$ cat config.mk
export PLATFORM = sky130hd
export DESIGN_NAME = branch_resolver
export DESIGN_NICKNAME = d
export VERILOG_FILES = /design/src/rtl/branch_resolver_pkg.sv /design/src/rtl/branch_pred_fifo.sv /design/src/rtl/branch_resolver.sv
export SDC_FILE = /design/constraint.sdc
export NUM_CORES = 1
export LEC_CHECK = 0
export CAP_MARGIN = 20
export CORE_ASPECT_RATIO = 1.4
export CORE_UTILIZATION = 40
export DETAILED_ROUTE_END_ITERATION = 10
export PLACE_DENSITY_LB_ADDON = 0.25
export SETUP_SLACK_MARGIN = 0.02
export SYNTH_ARGS = -nofsm -noshare
export SYNTH_HDL_FRONTEND = slang
export SYNTH_HIERARCHICAL = 1
export SYNTH_SLANG_ARGS = --single-unit
$ cat constraint.sdc
create_clock -name clk -period 24.4 [get_ports clk]
set_input_delay 6.1 -clock clk [delete_from_list [all_inputs] [get_ports clk]]
set_output_delay 6.1 -clock clk [all_outputs]
set_load 0.1 [all_outputs]
$ cat src/rtl/branch_resolver_pkg.sv
// Shared types and constants for the branch resolver: the in-flight prediction
// record, counter saturation limits and the default sizing.
package branch_resolver_pkg;

   localparam int DEFAULT_DEPTH    = 4;
   localparam int DEFAULT_IDX_BITS = 4;

   localparam logic [1:0] CTR_MIN = 2'd0;
   localparam logic [1:0] CTR_MAX = 2'd3;

   typedef struct packed {
      logic [31:0] pc;
      logic        taken;
      logic [1:0]  ctr;
      logic [31:0] target;
   } pred_entry_t;

   // Saturating 2-bit counter step toward the actual outcome.
   function automatic logic [1:0] ctr_update(input logic [1:0] ctr, input logic taken);
      logic [1:0] result;
      if (taken) begin
         result = (ctr == CTR_MAX) ? CTR_MAX : ctr + 2'd1;
      end else begin
         result = (ctr == CTR_MIN) ? CTR_MIN : ctr - 2'd1;
      end
      return result;
   endfunction

   // A target mismatch only matters when both prediction and outcome are taken.
   function automatic logic is_mispredict(input pred_entry_t entry,
                                          input logic        taken,
                                          input logic [31:0] target);
      return (entry.taken != taken) || (entry.taken && taken && (entry.target != target));
   endfunction

endpackage

$ cat src/rtl/branch_pred_fifo.sv
// Circular queue of in-flight predictions. Pointers carry one extra wrap bit
// so full and empty are told apart by comparing their MSBs.
module branch_pred_fifo
   import branch_resolver_pkg::*;
#(
   parameter int DEPTH = DEFAULT_DEPTH
) (
   input  logic        clk,
   input  logic        reset,
   input  logic        push,
   input  logic        pop,
   input  logic        flush,
   input  pred_entry_t push_entry,
   output pred_entry_t head,
   output logic        full,
   output logic        empty
);

   localparam int AW = $clog2(DEPTH);
   localparam int PW = AW + 1;

   logic [PW-1:0] wr_ptr;
   logic [PW-1:0] rd_ptr;
   pred_entry_t   mem [DEPTH];

   logic pop_ok;
   logic flush_ok;
   logic push_ok;

   assign empty = (wr_ptr == rd_ptr);
   assign full  = (wr_ptr[AW] != rd_ptr[AW]) && (wr_ptr[AW-1:0] == rd_ptr[AW-1:0]);

   // A pop frees a slot in the same cycle, so a full queue still takes a push
   // alongside a pop; a flush discards everything, including that push.
   assign pop_ok   = pop && !empty;
   assign flush_ok = flush && pop_ok;
   assign push_ok  = push && !flush_ok && (!full || pop_ok);

   assign head = mem[rd_ptr[AW-1:0]];

   always_ff @(posedge clk) begin
      if (reset) begin
         wr_ptr <= '0;
         rd_ptr <= '0;
      end else if (flush_ok) begin
         rd_ptr <= wr_ptr;
      end else begin
         if (pop_ok) begin
            rd_ptr <= rd_ptr + PW'(1);
         end
         if (push_ok) begin
            wr_ptr <= wr_ptr + PW'(1);
         end
      end
   end

   always_ff @(posedge clk) begin
      if (!reset && push_ok) begin
         mem[wr_ptr[AW-1:0]] <= push_entry;
      end
   end

endmodule

$ cat src/rtl/branch_resolver.sv
// Resolves predicted branches in order against EX outcomes and produces the
// registered redirect, predictor update and statistics.
module branch_resolver
   import branch_resolver_pkg::*;
#(
   parameter int DEPTH    = DEFAULT_DEPTH,
   parameter int IDX_BITS = DEFAULT_IDX_BITS
) (
   input  logic                clk,
   input  logic                reset,
   input  logic                pred_valid,
   input  logic [31:0]         pred_pc,
   input  logic                pred_taken,
   input  logic [1:0]          pred_ctr,
   input  logic [31:0]         pred_target,
   output logic                pred_ready,
   input  logic                res_valid,
   input  logic                res_taken,
   input  logic [31:0]         res_target,
   output logic                mispredict,
   output logic [31:0]         redirect_pc,
   output logic                upd_valid,
   output logic [IDX_BITS-1:0] upd_index,
   output logic [1:0]          upd_ctr,
   output logic [15:0]         branch_count,
   output logic [15:0]         mispredict_count
);

   pred_entry_t push_entry;
   pred_entry_t head;
   logic        full;
   logic        empty;
   logic        do_pop;
   logic        wrong;

   assign push_entry = '{pc: pred_pc, taken: pred_taken, ctr: pred_ctr, target: pred_target};

   assign pred_ready = !full;
   assign do_pop     = res_valid && !empty;
   assign wrong      = do_pop && is_mispredict(head, res_taken, res_target);

   branch_pred_fifo #(
      .DEPTH(DEPTH)
   ) u_fifo (
      .clk       (clk),
      .reset     (reset),
      .push      (pred_valid),
      .pop       (res_valid),
      .flush     (wrong),
      .push_entry(push_entry),
      .head      (head),
      .full      (full),
      .empty     (empty)
   );

   // Result outputs are live only for the cycle after a resolving pop.
   always_ff @(posedge clk) begin
      if (reset) begin
         upd_valid   <= 1'b0;
         mispredict  <= 1'b0;
         upd_index   <= '0;
         upd_ctr     <= '0;
         redirect_pc <= '0;
      end else if (do_pop) begin
         upd_valid   <= 1'b1;
         mispredict  <= wrong;
         upd_index   <= head.pc[IDX_BITS+1:2];
         upd_ctr     <= ctr_update(head.ctr, res_taken);
         redirect_pc <= res_taken ? res_target : head.pc + 32'd4;
      end else begin
         upd_valid   <= 1'b0;
         mispredict  <= 1'b0;
         upd_index   <= '0;
         upd_ctr     <= '0;
         redirect_pc <= '0;
      end
   end

   always_ff @(posedge clk) begin
      if (reset) begin
         branch_count     <= '0;
         mispredict_count <= '0;
      end else if (do_pop) begin
         if (branch_count != 16'hFFFF) begin
            branch_count <= branch_count + 16'd1;
         end
         if (wrong && (mispredict_count != 16'hFFFF)) begin
            mispredict_count <= mispredict_count + 16'd1;
         end
      end
   end

endmodule
==> results.py <==
metrics = {
    "status": {
        "outcome": "finished clean",
    },
    "job": {
        "cap_viol_max_count": 0,
    },
    "critical_path": {
        "cp_data_required_time_ns": 24.53,
        "cp-endpoint": "u_fifo/mem[3][42]",
        "path_class": "primary input to flop",
        "cp_top_family": "simple AND/OR/NAND/NOR gates",
        "cp_slowest_cell": "buf_4",
        "reg2regPathDepth": 13,
        "crit_fanout": 67,
        "end_kind": "flop",
        "critical_path.max_stage_delay_ns": 0.83,
        "r2r_end": "u_fifo/mem[3][42]",
        "cp-start-kind": "primary input",
        "worst-path-stages": 12,
        "crit_chain": "clkdlybuf4s50_1 > xnor2_1 > nand4_1 > nor4_1 > a21boi_1 > nor2_1 > nor2_1 > nand2_1 > o31ai_4 > and2_1 > nor3_2 > buf_4",
        "reg2reg_slack_ns": 18.99,
        "crit_top_cell": "nor2_1",
        "worstPathArrival_ns": 9.70,
        "crit_buf_inv": 2,
        "crit_start": "res_target[2]",
    },
    "clocking": {
        "path_clk_slew_ns": 0.06,
        "cts_made_buffers": 35,
        "postCtsResizedCells": 0,
        "tritoncts": "done",
        "clk_latency_ns": 0.53,
        "clockBufferDepth": 3,
        "htreeDepth": 2,
        "holdBufCountCts": 0,
        "root_buffer": "clkbuf_16",
        "postCtsSetupBuffers": 0,
        "cts_num_sinks": 348,
    },
    "sta": {
        "fin_crit_ns": 9.567,
        "fmax_ghz": 0.1045,
        "tightest_slew_ns": 1.071,
        "slew_violations": 0,
        "slew_headroom_pct": 28.60,
        "holdWs_ns": 0.4920,
        "rsz0062_at_grt": "no",
        "clock_skew_ns": 0.02049,
        "setup_viol": 0,
        "post-route-period-util_pct": 39.21,
        "hold_viol_final": 0,
        "tns_ns": 0,
    },
    "die": {
        "die_h_um": 222.5,
        "design.portCount": 177,
        "dieArea_um2": 35500,
        "coreArea_um2": 34130,
        "rows": 80,
        "die_w_um": 159.5,
        "initial_core_util_pct": 40.71,
    },
    "logic_synthesis": {
        "async_flop_share_pct": 0,
        "ys_seq_area_share_pct": 69.44,
        "synth_area_leaders": "edfxtp_1 58%, dfxtp_1 12%, mux4_2 11%",
        "yosysUniqueCellTypes": 51,
        "synth.ff_latch_count": 348,
        "ys_top_cells_by_count": "268 x edfxtp_1, 80 x dfxtp_1, 72 x nor2_1, 67 x mux4_2, 51 x xnor2_1",
        "syn-num-nets": 971,
        "yosysTopAreaCellShare_pct": 57.91,
        "netlist_area_um2": 13900,
        "synth_top_area_cell": "edfxtp_1",
        "syn_inst": 858,
        "synth-main-ff-cell": "edfxtp_1",
        "yosysWarningCount": 6,
        "syn-mean-instance-area_um2": 16.20,
        "synth_edf_count": 268,
        "synth.most_common_cell": "edfxtp_1",
    },
    "global_route": {
        "globalRouteTotalUtil_pct": 17.77,
        "grt_overflow": 0,
        "grt_pass1_wl_mm": 46.85,
        "grt_antenna_before_repair": 0,
        "grt_pass1_vias": 7993,
        "grt_max_degree": 68,
    },
    "routing": {
        "vias": 7849,
        "drc": 0,
        "drt-wirelength-per-cell_um": 20.50,
        "routed_wl_mm": 31.17,
        "via_per_inst": 5.164,
        "drt_first_iter_violations": 523,
        "dr.pass1.iters": 4,
        "postRouteAntennaNets": 0,
    },
    "worst_hold_path": {
        "holdPathStages": 2,
        "worstHoldStart": "mispredict_count[10]",
        "hp-class": "flop to flop",
    },
    "placement": {
        "portBuffers": 176,
        "gp_congestion": 0.7852,
        "hpwlAfterDp_mm": 20.53,
    },
    "layout": {
        "antenna_cells": 0,
        "area_growth_syn_to_layout_pct": 23.86,
        "drive_gt1_share_pct": 13.75,
        "nets": 1158,
    },
    "power": {
        "p_per_area_nw_per_um2": 107.5,
        "ir_worst_vdd_v": 0.00005446,
        "leakage_nw": 5.458,
    },
}
kinds of logic after synthesis:
logic type / count (synthesis) / share of synthesized area [%]
adder cells (fa/ha/maj): 9 / 0.8104
XOR/XNOR: 73 / 4.655
buffers and inverters: 48 / 1.612
flip-flops: 348 / 69.44
AND/OR/NAND/NOR: 205 / 7.753
multiplexers: 78 / 11.67
AO/OA/AOI/OAI: 97 / 4.061
worst min path at each step:
stage / to / slack (ns)
floorplan: u_fifo/wr_ptr[1] / 0.53
global placement: mispredict_count[15] / 0.49
detailed placement: mispredict_count[10] / 0.49
CTS: mispredict_count[10] / 0.50
global route: mispredict_count[10] / 0.53
finish: mispredict_count[10] / 0.49
registers in the layout, indices dropped and copies added (netlist names), named ones only:
name / cells
u_fifo/mem: 268
redirect_pc: 32
branch_count: 16
mispredict_count: 16
upd_index: 4
u_fifo/rd_ptr: 3
u_fifo/wr_ptr: 3
upd_ctr: 2
mispredict: 1
upd_valid: 1
through the flow:
stage          setup WS [ns]  area, µm²  util [%]  std cells  total power (W)
2_1_floorplan          11.76      13900         -        858         0.001203
3_3_place_gp           14.33      16130     47.26       1459         0.001359
3_5_place_dp           14.25      16130     47.26       1459         0.001363
4_1_cts                14.79      17210     50.43       1520         0.001872
5_1_grt                14.55      17210     50.43       1520         0.001931
6_report               14.83      17210     50.43       1520         0.001850
report_power, final:
| group | internal [W] | switching (W) |
|---|---|---|
| combinational | 0.000228 | 0.000370 |
| clock | 0.000291 | 0.000218 |
| sequential | 0.000706 | 0.0000367 |
layer usage:
metal | vias to the layer above | track usage [%] | share of wire [%]
met2 | 185 | 32.60 | 54
met3 | 46 | 2.744 | 3.7
met5 | - | 0 | 0
met1 | 3942 | 20.66 | 40
met4 | 0 | 6.948 | 3.1
li1 | 3676 | - | -
area by class of cell:
class / count / area (µm²)
flip-flops and latches: 348 / 9654
clock inverters: 15 / 112.6
multi-input cells: 462 / 4043
fillers: 2851 / 16920
repair buffers: 184 / 1817
clock buffers: 46 / 968.4
inverters: 14 / 52.55
well taps: 451 / 564.3
layout by cell type, fill, tap and decap left out, drive strengths merged, types with 4 or more instances in the layout:
master,Yosys,final
edfxtp,268,268
clkdlybuf4s50,0,175
dfxtp,80,80
nor2,72,72
mux4,67,67
xnor2,52,52
a21oi,48,48
clkbuf,18,46
o21ai,35,35
nand2,31,31
nand4,22,22
xor2,21,21
or3,19,19
nand3,19,19
inv,14,16
clkinv,0,12
mux2i,9,9
ha,9,9
buf,16,9
and3,8,8
nor3,7,7
and4,6,6
and2,5,5
nor2b,4,4
or4,4,4
o31ai,4,4
nor4,4,4
tightest hold or removal path: cells and delay by family (launching register included):
| family | cells | cell delay [ns] |
|---|---|---|
| flops | 1 | 0.33 |
| compound gates | 2 | 0.12 |
No activity file was read; power rests on OpenSTA's default activity.
